## config.mk

```make
export PLATFORM = sky130hd
export DESIGN_NAME = m_seq_shreg
export DESIGN_NICKNAME = d
export VERILOG_FILES = /design/src/rtl/m_seq_pkg.sv /design/src/rtl/m_seq_shreg.sv
export SDC_FILE = /design/constraint.sdc
export NUM_CORES = 1
export LEC_CHECK = 0
export CAP_MARGIN = 0
export CORE_AREA = 2 2 39 41
export CTS_CLUSTER_DIAMETER = 100
export CTS_CLUSTER_SIZE = 25
export DETAILED_ROUTE_END_ITERATION = 12
export DIE_AREA = 0 0 41 43
export HOLD_SLACK_MARGIN = 0.02
export SYNTH_ARGS = -nofsm -noshare
export SYNTH_HDL_FRONTEND = slang
export SYNTH_SLANG_ARGS = --single-unit
```

## constraint.sdc

```tcl
create_clock -name clk -period 1.4 [get_ports clk]
set_input_delay 0.21 -clock clk [delete_from_list [all_inputs] [get_ports clk]]
set_output_delay 0.21 -clock clk [all_outputs]
set_load 0.05 [all_outputs]
```

## src/rtl/m_seq_pkg.sv

```systemverilog
// Shared definitions for the x^5+x^2+1 M-sequence generator and checker.
package m_seq_pkg;

  localparam int LFSR_W = 5;
  localparam int TAP_A  = 3;
  localparam int TAP_B  = 0;
  localparam logic [LFSR_W-1:0] SEED = 5'b11111;

  typedef enum logic [1:0] {
    SEARCH = 2'd0,
    VERIFY = 2'd1,
    LOCKED = 2'd2
  } state_e;

  // Next sequence bit from a register holding b[n] (bit 0) .. b[n+4] (bit 4).
  function automatic logic lfsr_next(input logic [LFSR_W-1:0] r);
    return r[TAP_A] ^ r[TAP_B];
  endfunction

endpackage

```

## src/rtl/m_seq_shreg.sv

```systemverilog
// 5-bit receive shift register: shifts in either the line bit or its own prediction.
module m_seq_shreg
  import m_seq_pkg::*;
(
  input  logic clk,
  input  logic rst,
  input  logic shift_i,
  input  logic sel_pred_i,
  input  logic bit_i,
  output logic pred_o,
  output logic in_nz_o
);

  logic [LFSR_W-1:0] r_q;
  logic [LFSR_W-1:0] r_in;
  logic              new_bit;

  assign pred_o  = lfsr_next(r_q);
  assign new_bit = sel_pred_i ? pred_o : bit_i;
  // Register contents if bit_i were shifted in; used to reject the all-zero lockup state.
  assign r_in    = {bit_i, r_q[LFSR_W-1:1]};
  assign in_nz_o = |r_in;

  always_ff @(posedge clk or posedge rst) begin
    if (rst) begin
      r_q <= '0;
    end else if (shift_i) begin
      r_q <= {new_bit, r_q[LFSR_W-1:1]};
    end
  end

endmodule

```

==> Word level (Yosys, flattened, before mapping) <==
Index checks and enable logic that the tools add are counted.
W data, S select, Z words.
{ "word_totals": {"reg_bits": 5, "wordCells": 4, "out_inout_bits": 2} }
{ "op_classes": {"n_reduce_logical": 1, "bitwise_logic": 1, "mux": 1} }
{ "op_table": {"columns": ["op", "n"], "rows": [
  ["$reduce_or A5 Y1", 1],
  ["$mux W1", 1],
  ["$xor A1 B1 Y1", 1]
]} }

==> Depth between registers and ports, before layout <==
{ "logic_depth": {"depth_word": 2, "depth_mapped": 2, "ltp_nobuf": 2} }

==> Worst setup path before layout <==
No wires, ideal clock.
{ "synth_timing": {"path_kind": "reg-to-reg", "start": "reg r_q[3]", "end": "reg r_q[4]", "period_less_slack_ns": 1.486, "n_path_buf": 0, "stages_incl_launch_ff": 3, "setup_ns": 0.068, "path_slack_ns": -0.086, "t_arrival_ns": 1.419, "path_cell_list": "dfrtp_1 -> xor2_1 -> a211o_1"} }
{ "synth_via": {"elab_chain_len": 2} }
{ "synth_lines": {"columns": ["item", "line", "rtl"], "rows": [
  ["start, declared", "m_seq_shreg.sv:14", "logic [LFSR_W-1:0] r_q;"],
  ["start signal, assigned", "m_seq_shreg.sv:28", "r_q <= {new_bit, r_q[LFSR_W-1:1]};"],
  ["$xor A1 B1 Y1", "m_seq_pkg.sv:17", "return r[TAP_A] ^ r[TAP_B];"],
  ["net pred_o", "m_seq_shreg.sv:10", "output logic pred_o,"],
  ["$mux W1", "m_seq_shreg.sv:19", "assign new_bit = sel_pred_i ? pred_o : bit_i;"]
]} }
The timed path passes the listed nets, and every way through them passes these cells.
A chain may end at the register's enable or synchronous reset.

==> Final worst setup path <==
{ "layout_timing": {"start": "reg r_q[3]", "end": "out in_nz_o"} }
{ "layout_via": {"elab_chain_len": 1} }
{ "layout_lines": {"columns": ["item", "line", "rtl"], "rows": [
  ["$reduce_or A5 Y1", "m_seq_shreg.sv:22", "assign in_nz_o = |r_in;"],
  ["end, declared", "m_seq_shreg.sv:11", "output logic in_nz_o"]
]} }
No other way between the ends.

==> results.py <==
metrics = {
    "layout": {
        "reg_top3": "r_q (5)",
        "syn_to_final_growth_pct": 59.44,
        "instances_no_fill": 44,
        "largest_reg_flops": 5,
        "post-route-util_pct": 25.95,
        "drive_above_1_share_pct": 35.71,
        "num_antenna_cells": 0,
        "nets": 34,
        "multi_input_area_sq_um": 103.9,
        "fillers": 151,
        "regArea_sq_um": 125.1,
        "regMostFlops": "r_q",
    },
    "setup_path": {
        "required_ps": 1190,
        "worstPathCellList": "nor3_1 -> nand2_1 -> buf_12",
        "cp_slowest_stage_delay_ps": 420,
        "path_buf_inv": 1,
        "crit_path_top_delay_cell": "dfrtp_1",
        "critPathKind": "register to primary output",
        "worstPathArrival_ps": 1130,
        "critical-path-top-delay-family": "flip-flops",
        "r2r_slack_ps": 370,
        "crit_fanout": 4,
        "critPathLaunchType": "register",
        "endpoint_kind": "primary output",
    },
    "sta": {
        "finalSetupTns_ps": 0,
        "period_share_pct": 95.55,
        "report.final.slew_viol_count": 0,
        "period_needed_ps": 1338,
        "max_slew_margin_pct": 84.52,
        "setup_viol": 0,
        "fin_skew_ps": 3.542,
        "rsz0062_at_grt": "no",
        "hold_viol": 0,
        "worst_slew_pin_slew_ps": 231.4,
        "fmax_mhz": 747.6,
        "whs_ps": 164.7,
    },
    "die": {
        "rows": 14,
        "dieArea_sq_um": 1763,
        "dieHeight_microns": 43,
        "die_width_microns": 41,
        "start_util_pct": 16.27,
        "core-area_sq_um": 1384,
        "pin_count": 7,
    },
    "synth": {
        "synth-edff-count": 0,
        "ys_ff_latch": 5,
        "synth_area_leaders": "dfrtp_1 56%, mux2_2 20%, a211o_1 3.9%, and3b_1 3.9%, xor2_1 3.9%",
        "synth_top_area_share_pct": 55.56,
        "synth_ff_type": "dfrtp_1",
        "synth_fp_nets": 23,
        "synthCells": 18,
        "synth_commonest_cells": "5 x dfrtp_1, 4 x mux2_2",
        "syn_avg_cell_area_sq_um": 12.51,
        "yosys_warnings": 0,
        "synthDistinctLibCells": 11,
        "ys_seq_area_share_pct": 55.56,
        "yosysTopAreaCell": "dfrtp_1",
        "yosysMostFrequentCell": "dfrtp_1",
        "async_flop_share_pct": 100.0,
        "syn_area_sq_um": 225.2,
    },
    "global_route": {
        "grt_max_degree": 8,
        "antenna_found_initial": 0,
        "grt_pass1_wl_microns": 690,
        "grt_pass1_vias": 181,
        "track_usage_pct": 6.795,
        "grt-ovfl-total": 0,
    },
    "placement": {
        "gp_congestion": 0.6135,
        "dp_cells": 40,
        "portBuffers": 6,
    },
    "clock_tree": {
        "numCtsBuffers": 3,
        "clockRootBuffer": "clkbuf_4",
        "clk_path_buf_depth": 2,
        "cts_tree": "done",
        "ctsHoldBuffers": 0,
        "post-cts-setup-buffers": 0,
        "cts-resized-gates": 0,
        "htreeDepth": 1,
        "cts_sinks": 5,
        "insertion_delay_ps": 240,
        "clkTransAtPathRegs_ps": 40,
    },
    "power_and_ir_drop": {
        "p_per_area_nw_per_um2": 2266,
        "p_total_mw": 0.8137,
        "ir_drop_uv": 772.5,
        "leakage_nw": 0.1647,
    },
    "worst_hold_path": {
        "hold_path.class": "input pin to asynchronous set/reset pin",
    },
    "detailed_routing": {
        "finalWirelength_microns": 406,
        "vias_per_cell": 3.705,
        "vias": 163,
        "firstDrtPassIters": 2,
        "dr.first_iter.drc_count": 2,
        "avgRoutedWirePerCell_microns": 9.227,
        "ant_nets": 0,
        "drc": 0,
    },
    "job": {
        "drv_cap": 0,
    },
    "outcome": {
        "status": "complete, no violations",
    },
}
==> per-stage QoR <==
step / instance area [sq um] / worst slack (ps)
finish: 359.1 / 62.30
CTS: 359.1 / 51.06
floorplan: 232.7 / 182.7
global route: 359.1 / 17.02
global placement: 332.8 / 64.10
detailed placement: 332.8 / 27.66
==> cell type report <==
type / instances / area share [%]
Timing Repair Buffer: 6 / 22.30
Sequential cell: 5 / 34.84
Inverter: 1 / 1.045
Clock buffer: 4 / 7.317
Multi-Input combinational cell: 12 / 28.92
Tap cell: 16 / 5.575
==> cell usage in the layout, fill, tap and decap left out <==
master / instances
a211o_1: 1
and2_1: 1
and3b_1: 1
buf_12: 2
clkbuf_1: 1
clkbuf_4: 3
clkdlybuf4s50_1: 4
dfrtp_1: 5
inv_1: 1
mux2_2: 4
nand2_1: 1
nor2_1: 1
nor2b_1: 1
nor3_1: 1
xor2_2: 1
==> power breakdown <==
part	switching (mW)	internal, mW	leakage (nW)	total [mW]
sequential	0.0553	0.207	0.0616	0.262
clock	0.0550	0.107	0.0150	0.162
combinational	0.187	0.202	0.0881	0.389
==> worst reg2reg max path, cell delays in order (launching register included) <==
cell,delay [ps]
dfrtp_1,420
xor2_2,210
a211o_1,270
==> cell families after synthesis <==
kind of cell           count (synthesis)  share of synthesized area [%]
flip-flops                             5                          55.56
XOR/XNOR                               1                          3.890
AND/OR/NAND/NOR                        6                          15.00
AO/OA/AOI/OAI                          1                          3.890
multiplexers                           4                          20.00
buffers and inverters                  1                          1.665
==> routing by layer <==
metal / part of all wire [%] / GRT usage, %
met5: 0 / 0
met4: 1.2 / 8.000
met3: 14 / 4.712
met2: 48 / 8.750
met1: 37 / 5.980
==> worst paths after layout <==
check	depth (start not counted)	end	from
min	2	r_q[2]$_DFFE_PP0P_	rst
max in group asynchronous	2	r_q[1]$_DFFE_PP0P_	rst
max reg2reg	2	r_q[4]$_DFFE_PP0P_	r_q[3]$_DFFE_PP0P_
min in group clk	1	r_q[1]$_DFFE_PP0P_	r_q[1]$_DFFE_PP0P_
max	3	in_nz_o	r_q[3]$_DFFE_PP0P_
min reg2reg	1	r_q[1]$_DFFE_PP0P_	r_q[1]$_DFFE_PP0P_
Note: power is estimated with default switching activity, not from simulation.
